**src/rtl/pipe_mem_arbiter.sv**
```systemverilog
// Arbiter sharing one single-ported memory between instruction fetch and data load/store.
// One access in flight at a time, one-cycle acks, combinational stall, watchdog abort on hung accesses.
module pipe_mem_arbiter #(
  parameter int AW             = 32,
  parameter int DW             = 32,
  parameter int MAX_DATA_BURST = 4,
  parameter int TIMEOUT        = 16
) (
  input  logic            clk,
  input  logic            Rst,
  input  logic            if_req,
  input  logic [AW-1:0]   if_addr,
  output logic [DW-1:0]   if_rdata,
  output logic            if_ack,
  input  logic            dm_rd,
  input  logic            dm_wr,
  input  logic [AW-1:0]   dm_addr,
  input  logic [DW-1:0]   dm_wdata,
  input  logic [DW/8-1:0] dm_be,
  output logic [DW-1:0]   dm_rdata,
  output logic            dm_ack,
  output logic            stall,
  output logic            bus_err,
  output logic            mem_req,
  output logic            mem_we,
  output logic [AW-1:0]   mem_addr,
  output logic [DW-1:0]   mem_wdata,
  output logic [DW/8-1:0] mem_be,
  input  logic [DW-1:0]   mem_rdata,
  input  logic            mem_ready
);

  localparam int BEW = DW / 8;
  localparam int BCW = $clog2(MAX_DATA_BURST + 1);
  localparam int WCW = (TIMEOUT > 1) ? $clog2(TIMEOUT + 1) : 1;

  typedef enum logic [1:0] {IDLE, FETCH, DATA} state_t;

  state_t         state, state_nx;
  logic [BCW-1:0] burst_cnt;
  logic [WCW-1:0] wd_cnt;
  logic           dm_any;
  logic           burst_full;
  logic           grant_fetch, grant_data;
  logic           timeout;
  logic           done;

  assign dm_any     = dm_rd | dm_wr;
  assign burst_full = (burst_cnt == BCW'(MAX_DATA_BURST));
  assign timeout    = (TIMEOUT != 0) && (state != IDLE) && !mem_ready &&
                      (wd_cnt == WCW'(TIMEOUT - 1));

  // State register
  always_ff @(posedge clk or negedge Rst) begin
    // NOTE: sequential state uses non-blocking (<=) so every flop samples pre-edge values.
    if (!Rst) state <= IDLE;
    else      state <= state_nx;
  end

  // Next-state and grant decision; the ack cycle never re-arbitrates the still-held request.
  always_comb begin
    // NOTE: defaults first so every path assigns every signal and no latch is inferred.
    state_nx    = state;
    grant_fetch = 1'b0;
    grant_data  = 1'b0;
    case (state)
      IDLE: begin
        if (!if_ack && !dm_ack) begin
          if (dm_any && !(burst_full && if_req)) begin
            grant_data = 1'b1;
            state_nx   = DATA;
          end else if (if_req) begin
            grant_fetch = 1'b1;
            state_nx    = FETCH;
          end
        end
      end
      FETCH, DATA: if (mem_ready || timeout) state_nx = IDLE;
      default:     state_nx = IDLE;
    endcase
  end

  // Output decode
  always_comb begin
    done  = (state != IDLE) && (mem_ready || timeout);
    stall = Rst & ((if_req & ~if_ack) | (dm_any & ~dm_ack));
  end

  // Memory-side registers, acks, returned data and counters
  always_ff @(posedge clk or negedge Rst) begin
    if (!Rst) begin
      mem_req   <= 1'b0;
      mem_we    <= 1'b0;
      mem_addr  <= '0;
      mem_wdata <= '0;
      mem_be    <= '0;
      if_ack    <= 1'b0;
      dm_ack    <= 1'b0;
      bus_err   <= 1'b0;
      if_rdata  <= '0;
      dm_rdata  <= '0;
      burst_cnt <= '0;
      wd_cnt    <= '0;
    end else begin
      if_ack  <= 1'b0;
      dm_ack  <= 1'b0;
      bus_err <= 1'b0;

      if (grant_data) begin
        mem_req   <= 1'b1;
        mem_we    <= dm_wr;
        mem_addr  <= dm_addr;
        mem_wdata <= dm_wdata;
        mem_be    <= dm_wr ? dm_be : {BEW{1'b1}};
        wd_cnt    <= '0;
        if (!burst_full) burst_cnt <= burst_cnt + BCW'(1);
      end else if (grant_fetch) begin
        mem_req   <= 1'b1;
        mem_we    <= 1'b0;
        mem_addr  <= if_addr;
        mem_be    <= {BEW{1'b1}};
        wd_cnt    <= '0;
        burst_cnt <= '0;
      end else if (done) begin
        mem_req <= 1'b0;
        bus_err <= timeout;
        if (state == FETCH) begin
          if_ack   <= 1'b1;
          if_rdata <= timeout ? '0 : mem_rdata;
        end else begin
          dm_ack <= 1'b1;
          if (!mem_we) dm_rdata <= timeout ? '0 : mem_rdata;
        end
      end else if ((state != IDLE) && (TIMEOUT != 0)) begin
        wd_cnt <= wd_cnt + WCW'(1);
      end
    end
  end

endmodule

```
**config.mk**
```make
export PLATFORM = sky130hd
export DESIGN_NAME = pipe_mem_arbiter
export DESIGN_NICKNAME = d
export VERILOG_FILES = /design/src/rtl/pipe_mem_arbiter.sv
export SDC_FILE = /design/constraint.sdc
export NUM_CORES = 1
export LEC_CHECK = 0
export ABC_AREA = 1
export CORE_UTILIZATION = 43
export CTS_CLUSTER_DIAMETER = 100
export DETAILED_ROUTE_END_ITERATION = 12
export PLACE_DENSITY_LB_ADDON = 0.25
export SKIP_LAST_GASP = 1
export SYNTH_ARGS = -nofsm -noshare
export SYNTH_HDL_FRONTEND = slang
export SYNTH_SLANG_ARGS = --single-unit
```
**constraint.sdc**
```tcl
create_clock -name clk -period 2.65 [get_ports clk]
set_clock_uncertainty 0.15 [all_clocks]
set_input_delay 0.53 -clock clk [delete_from_list [all_inputs] [get_ports clk]]
set_output_delay 0.53 -clock clk [all_outputs]
set_load 0.005 [all_outputs]
```
# Word level (Yosys, flattened, before mapping)
# Cells that the tools add are included.
[classes]
n_eq_ne = 9
n_mux = 41
n_addsub = 2
bitwise_logic = 11
n_reduce_logical = 22
[op_table]
columns = ["operator", "n"]
rows = [
  ["$mux W32", 3],
  ["$mux W1", 23],
  ["$mux W5", 4],
  ["$mux W4", 3],
  ["$mux W3", 3],
  ["$mux W2", 4],
  ["$logic_and A1 B1 Y1", 6],
  ["$ne A2 B2 Y1 const B", 3],
  ["$ne A3 B3 Y1 const B", 2],
  ["$not A1 Y1", 6],
  ["$reduce_bool A3 Y1", 2],
  ["$add A5 B1 Y5 const B", 1],
  ["$eq A5 B4 Y1 const B", 1],
  ["$reduce_and A5 Y1", 1],
  ["$logic_not A1 Y1", 4],
  ["$pmux W2 S2", 1],
  ["$reduce_and A2 Y1", 2],
  ["$reduce_and A4 Y1", 1],
  ["$reduce_bool A2 Y1", 2],
  ["$add A3 B1 Y3 const B", 1],
  ["$and A1 B1 Y1", 3],
  ["$eq A3 B3 Y1 const B", 1],
  ["$reduce_and A3 Y1", 1],
  ["$eq A2 B1 Y1 const B", 1],
  ["other kinds (5)", 6],
]
[word_totals]
ff_bits = 147
word_cells = 98

# Depth between registers and ports, before layout
[depth]
depth_word = 9
ltp_mapped = 10
mapped_depth_nobuf = 10

# Least setup slack after synthesis
# OpenSTA, ideal clock, no wires.
[synth_path]
path_type = "register to register"
start = "register wd_cnt[0]"
end = "register wd_cnt[0]"
path_buffers = 0
t_arrival_ns = 1.675
path_stages_with_launch = 11
required_ns = 2.373
setup_time_ns = 0.127
path_slack_ns = 0.698
cell_sequence = "dfrtp_1 ha_1 nand2_1 nor2_1 ha_1 o21ai_2 inv_1 nor2_1 inv_1 nand2_1 o21ai_0"
[synth_via]
elab_chain_cells = 6
[synth_rtl]
columns = ["item", "line_no", "source"]
rows = [
  ["from (decl)", "41", "logic [WCW-1:0] wd_cnt;"],
  ["from (signal assigned)", "135", "wd_cnt <= wd_cnt + WCW'(1);"],
  ["branches (longest 6 deep; another with $add A5 B1 Y5)", "n/a", ""],
]
# Several ways; the timed one is not identified. The select of a mux whose other input is x is not followed.
# A chain may end at the register's enable or synchronous reset.

# Worst setup path after layout
[layout_path]
start = "input port dm_rd"
end = "output port stall"
[layout_via]
elab_chain_cells = 4
[layout_rtl]
columns = ["item", "line_no", "source"]
rows = [
  ["from (decl)", "15", "input logic dm_rd,"],
  ["$or A1 B1 Y1", "48", "assign dm_any = dm_rd | dm_wr;"],
  ["$and A1 B1 Y1", "86", "stall = Rst & ((if_req & ~if_ack) | (dm_any & ~dm_ack));"],
  ["$or A1 B1 Y1", "86", ""],
  ["$and A1 B1 Y1", "86", ""],
  ["to (decl)", "22", "output logic stall,"],
]
# No other way between the ends.

==> impl_metrics.env <==
export IMPL_end_kind="primary output"
export IMPL_grt_pass1_vias=5805
export IMPL_criticalPathCategory="in2out"
export IMPL_diodes=0
export IMPL_die_x_um=127
export IMPL_antenna_found_initial=0
export IMPL_drive_above_1_share_pct=5.85
export IMPL_drt_iter0_drc=310
export IMPL_placed_area_um2=9790
export IMPL_synth_distinct_cells=30
export IMPL_fin_setup_tns_ps=0
export IMPL_core_region_area_um2=15300
export IMPL_synth_cells=840
export IMPL_fin_crit_ps=2580
export IMPL_ys_flop_type="dfrtp_1"
export IMPL_power_density_nw_per_um2=1160
export IMPL_clk_pin_slew_ps=60
export IMPL_drt_wl_total_mm=18.4
export IMPL_worstPathRequired_ps=1970
export IMPL_gp_congestion=0.793
export IMPL_wl_per_cell_um=13.7
export IMPL_hpwl_mm=12.6
export IMPL_synthToLayoutAreaGrowth_pct=53.2
export IMPL_yosys_warnings=0
export IMPL_cts_path_max_buffers=2
export IMPL_vias_per_cell=4.66
export IMPL_grt_max_degree=148
export IMPL_crit_chain="clkdlybuf4s50_1, inv_1, nand2_2, nand2_1, a21boi_0, clkdlybuf4s50_1"
export IMPL_critPathArrivalTime_ps=1900
export IMPL_grt_pass1_wl_mm=29.6
export IMPL_clock_sinks=147
export IMPL_cts_hold_buffers=0
export IMPL_drv_slew=0
export IMPL_final_core_util_pct=67.7
export IMPL_slowest_delay_ps=520
export IMPL_maxCapViolations=0
export IMPL_cp_max_fo=2
export IMPL_status="complete, no violations"
export IMPL_via_count=6236
export IMPL_start_util_pct=44.1
export IMPL_final_antenna_net_count=0
export IMPL_cp_slowest_cell="clkdlybuf4s50_1"
export IMPL_insertion_delay_ps=410
export IMPL_crit_buf_inv=3
export IMPL_synth_edf_count=0
export IMPL_avgSynthCellArea_um2=8.02
export IMPL_portBuffers=275
export IMPL_cts_tree="yes"
export IMPL_fin_nets=1259
export IMPL_gr_total_overflow=0
export IMPL_design_area_um2=10300
export IMPL_rows=45
export IMPL_relSlewSlack_pct=48.4
export IMPL_drc=0
export IMPL_timing_final_hold_violations=0
export IMPL_p_leak_nw=5.09
export IMPL_dieArea_um2=16200
export IMPL_crit_top_cell="clkdlybuf4s50_1"
export IMPL_crit_family="buffers and inverters"
export IMPL_finalCritPeriodShare_pct=97.5
export IMPL_worst_pin_slew_ps=774
export IMPL_grtUsageTotal_pct=23.5
export IMPL_maxClockFrequency_mhz=387
export IMPL_worst_setup_path_start_kind="input pin"
export IMPL_setup_violations=0
export IMPL_cts_resized=0
export IMPL_hold_class="in2async"
export IMPL_io_pins=276
export IMPL_clockRootBuffer="clkbuf_16"
export IMPL_ys_seq_elements=147
export IMPL_synthArstFlopShare_pct=100
export IMPL_cts_inserted_buffers=17
export IMPL_post_cts_buffers=0
export IMPL_ir_worst_vdd_v=0.000619
export IMPL_syn_nets=984
export IMPL_holdWs_ps=82.9
export IMPL_ys_seq_area_share_pct=54.6
export IMPL_netlist_area_um2=6740
export IMPL_first_pass_iters=7
export IMPL_die_h_um=127
export IMPL_rsz0062_at_grt="no"
export IMPL_cts_htree_levels=4
per-layer routing:
layer | GRT usage, % | share of wire (%) | vias up | routed length, µm
li1 | - | - | 3116 | -
met1 | 29.6 | 42 | 2864 | 7810
met2 | 38.9 | 48 | 226 | 8920
met3 | 6.37 | 6.7 | 30 | 1230
met4 | 8.33 | 2.4 | 0 | 443
met5 | 0 | 0 | - | 0
synth_stat cells (4+ instances only):
| cell | instances | share of area (%) |
|---|---|---|
| nand2_1 | 315 | 18 |
| dfrtp_1 | 147 | 55 |
| inv_1 | 116 | 6.5 |
| o21ai_0 | 61 | 4.5 |
| nor2_1 | 49 | 2.7 |
| nand3_1 | 41 | 3.0 |
| nand3b_1 | 32 | 3.6 |
| buf_2 | 18 | 1.3 |
| clkbuf_1 | 16 | 0.89 |
| o21ai_1 | 7 | 0.52 |
| ha_1 | 6 | 1.1 |
| buf_4 | 4 | 0.45 |
| nor3_1 | 4 | 0.30 |
flip-flops by register name (all words and copies together) (netlist names):
name and cells:
dm_rdata 32, if_rdata 32, mem_addr 32, mem_wdata 32, wd_cnt 5, mem_be 4, burst_cnt 3, state 2
bus_err 1, dm_ack 1, if_ack 1, mem_req 1, mem_we 1
path summary, 6_finish.rpt:
| check | endpoint | cells after the start | from | slack [ps] |
|---|---|---|---|---|
| max in group asynchronous | mem_wdata[31]$_DFFE_PN0N_ | 2 | Rst | 1690 |
| min in group clk | state[1]$_DFFE_PN0P_ | 2 | state[1]$_DFFE_PN0P_ | 330 |
| min reg2reg | state[1]$_DFFE_PN0P_ | 2 | state[1]$_DFFE_PN0P_ | 330 |
| min | bus_err$_DFF_PN0_ | 2 | Rst | 80 |
| max | stall | 6 | dm_rd | 70 |
| max reg2reg | wd_cnt[0]$_DFFE_PN0P_ | 10 | wd_cnt[0]$_DFFE_PN0P_ | 450 |
cells by family after synthesis:
family                     Yosys count  synth area share [%]
DFF                                147                  54.6
adders and majority gates            6                  1.11
AOI/OAI and AO/OA                   73                  5.61
buffers and inverters              160                  9.73
xor gates and xnor gates             3                 0.390
and+or+nand+nor                    451                  28.5
stage by stage:
stage / total power, mW / instances / setup slack, ps
after global routing: 12.9 / 1339 / 39.5
after floorplan: 6.62 / 840 / 698
after CTS: 12.1 / 1339 / 72.3
final: 12.0 / 1339 / 65.1
after global placement: 9.73 / 1307 / 64.1
after detailed placement: 9.86 / 1307 / 74.5
where the power goes:
group	total (mW)	switching [mW]	internal, mW
Clock	2.15	0.935	1.22
Combinational	5.86	2.85	3.01
Sequential	3.95	0.591	3.36
placed cells by master, fill, tap and decap left out, types with 4 or more instances in the layout:
cell type and n:
inv_1 116, dfrtp_1 147, buf_4 18, buf_12 5, nand3b_1 32, nor3_1 4, clkinvlp_4 5, nor2_1 49
o21ai_0 61, nand2_1 315, ha_1 6, clkbuf_16 17, nand3_1 41, o21ai_1 7, clkdlybuf4s50_1 274, clkinv_2 4
layout make-up:
class,count,area [µm²]
Tap cell,211,264
Sequential cell,147,3680
Clock buffer,20,447
Fill cell,1254,4940
Inverter,118,443
Timing Repair Buffer,298,2990
Clock inverter,12,83.8
Multi-Input combinational cell,533,2420
Note: power is estimated with default switching activity, not from simulation.
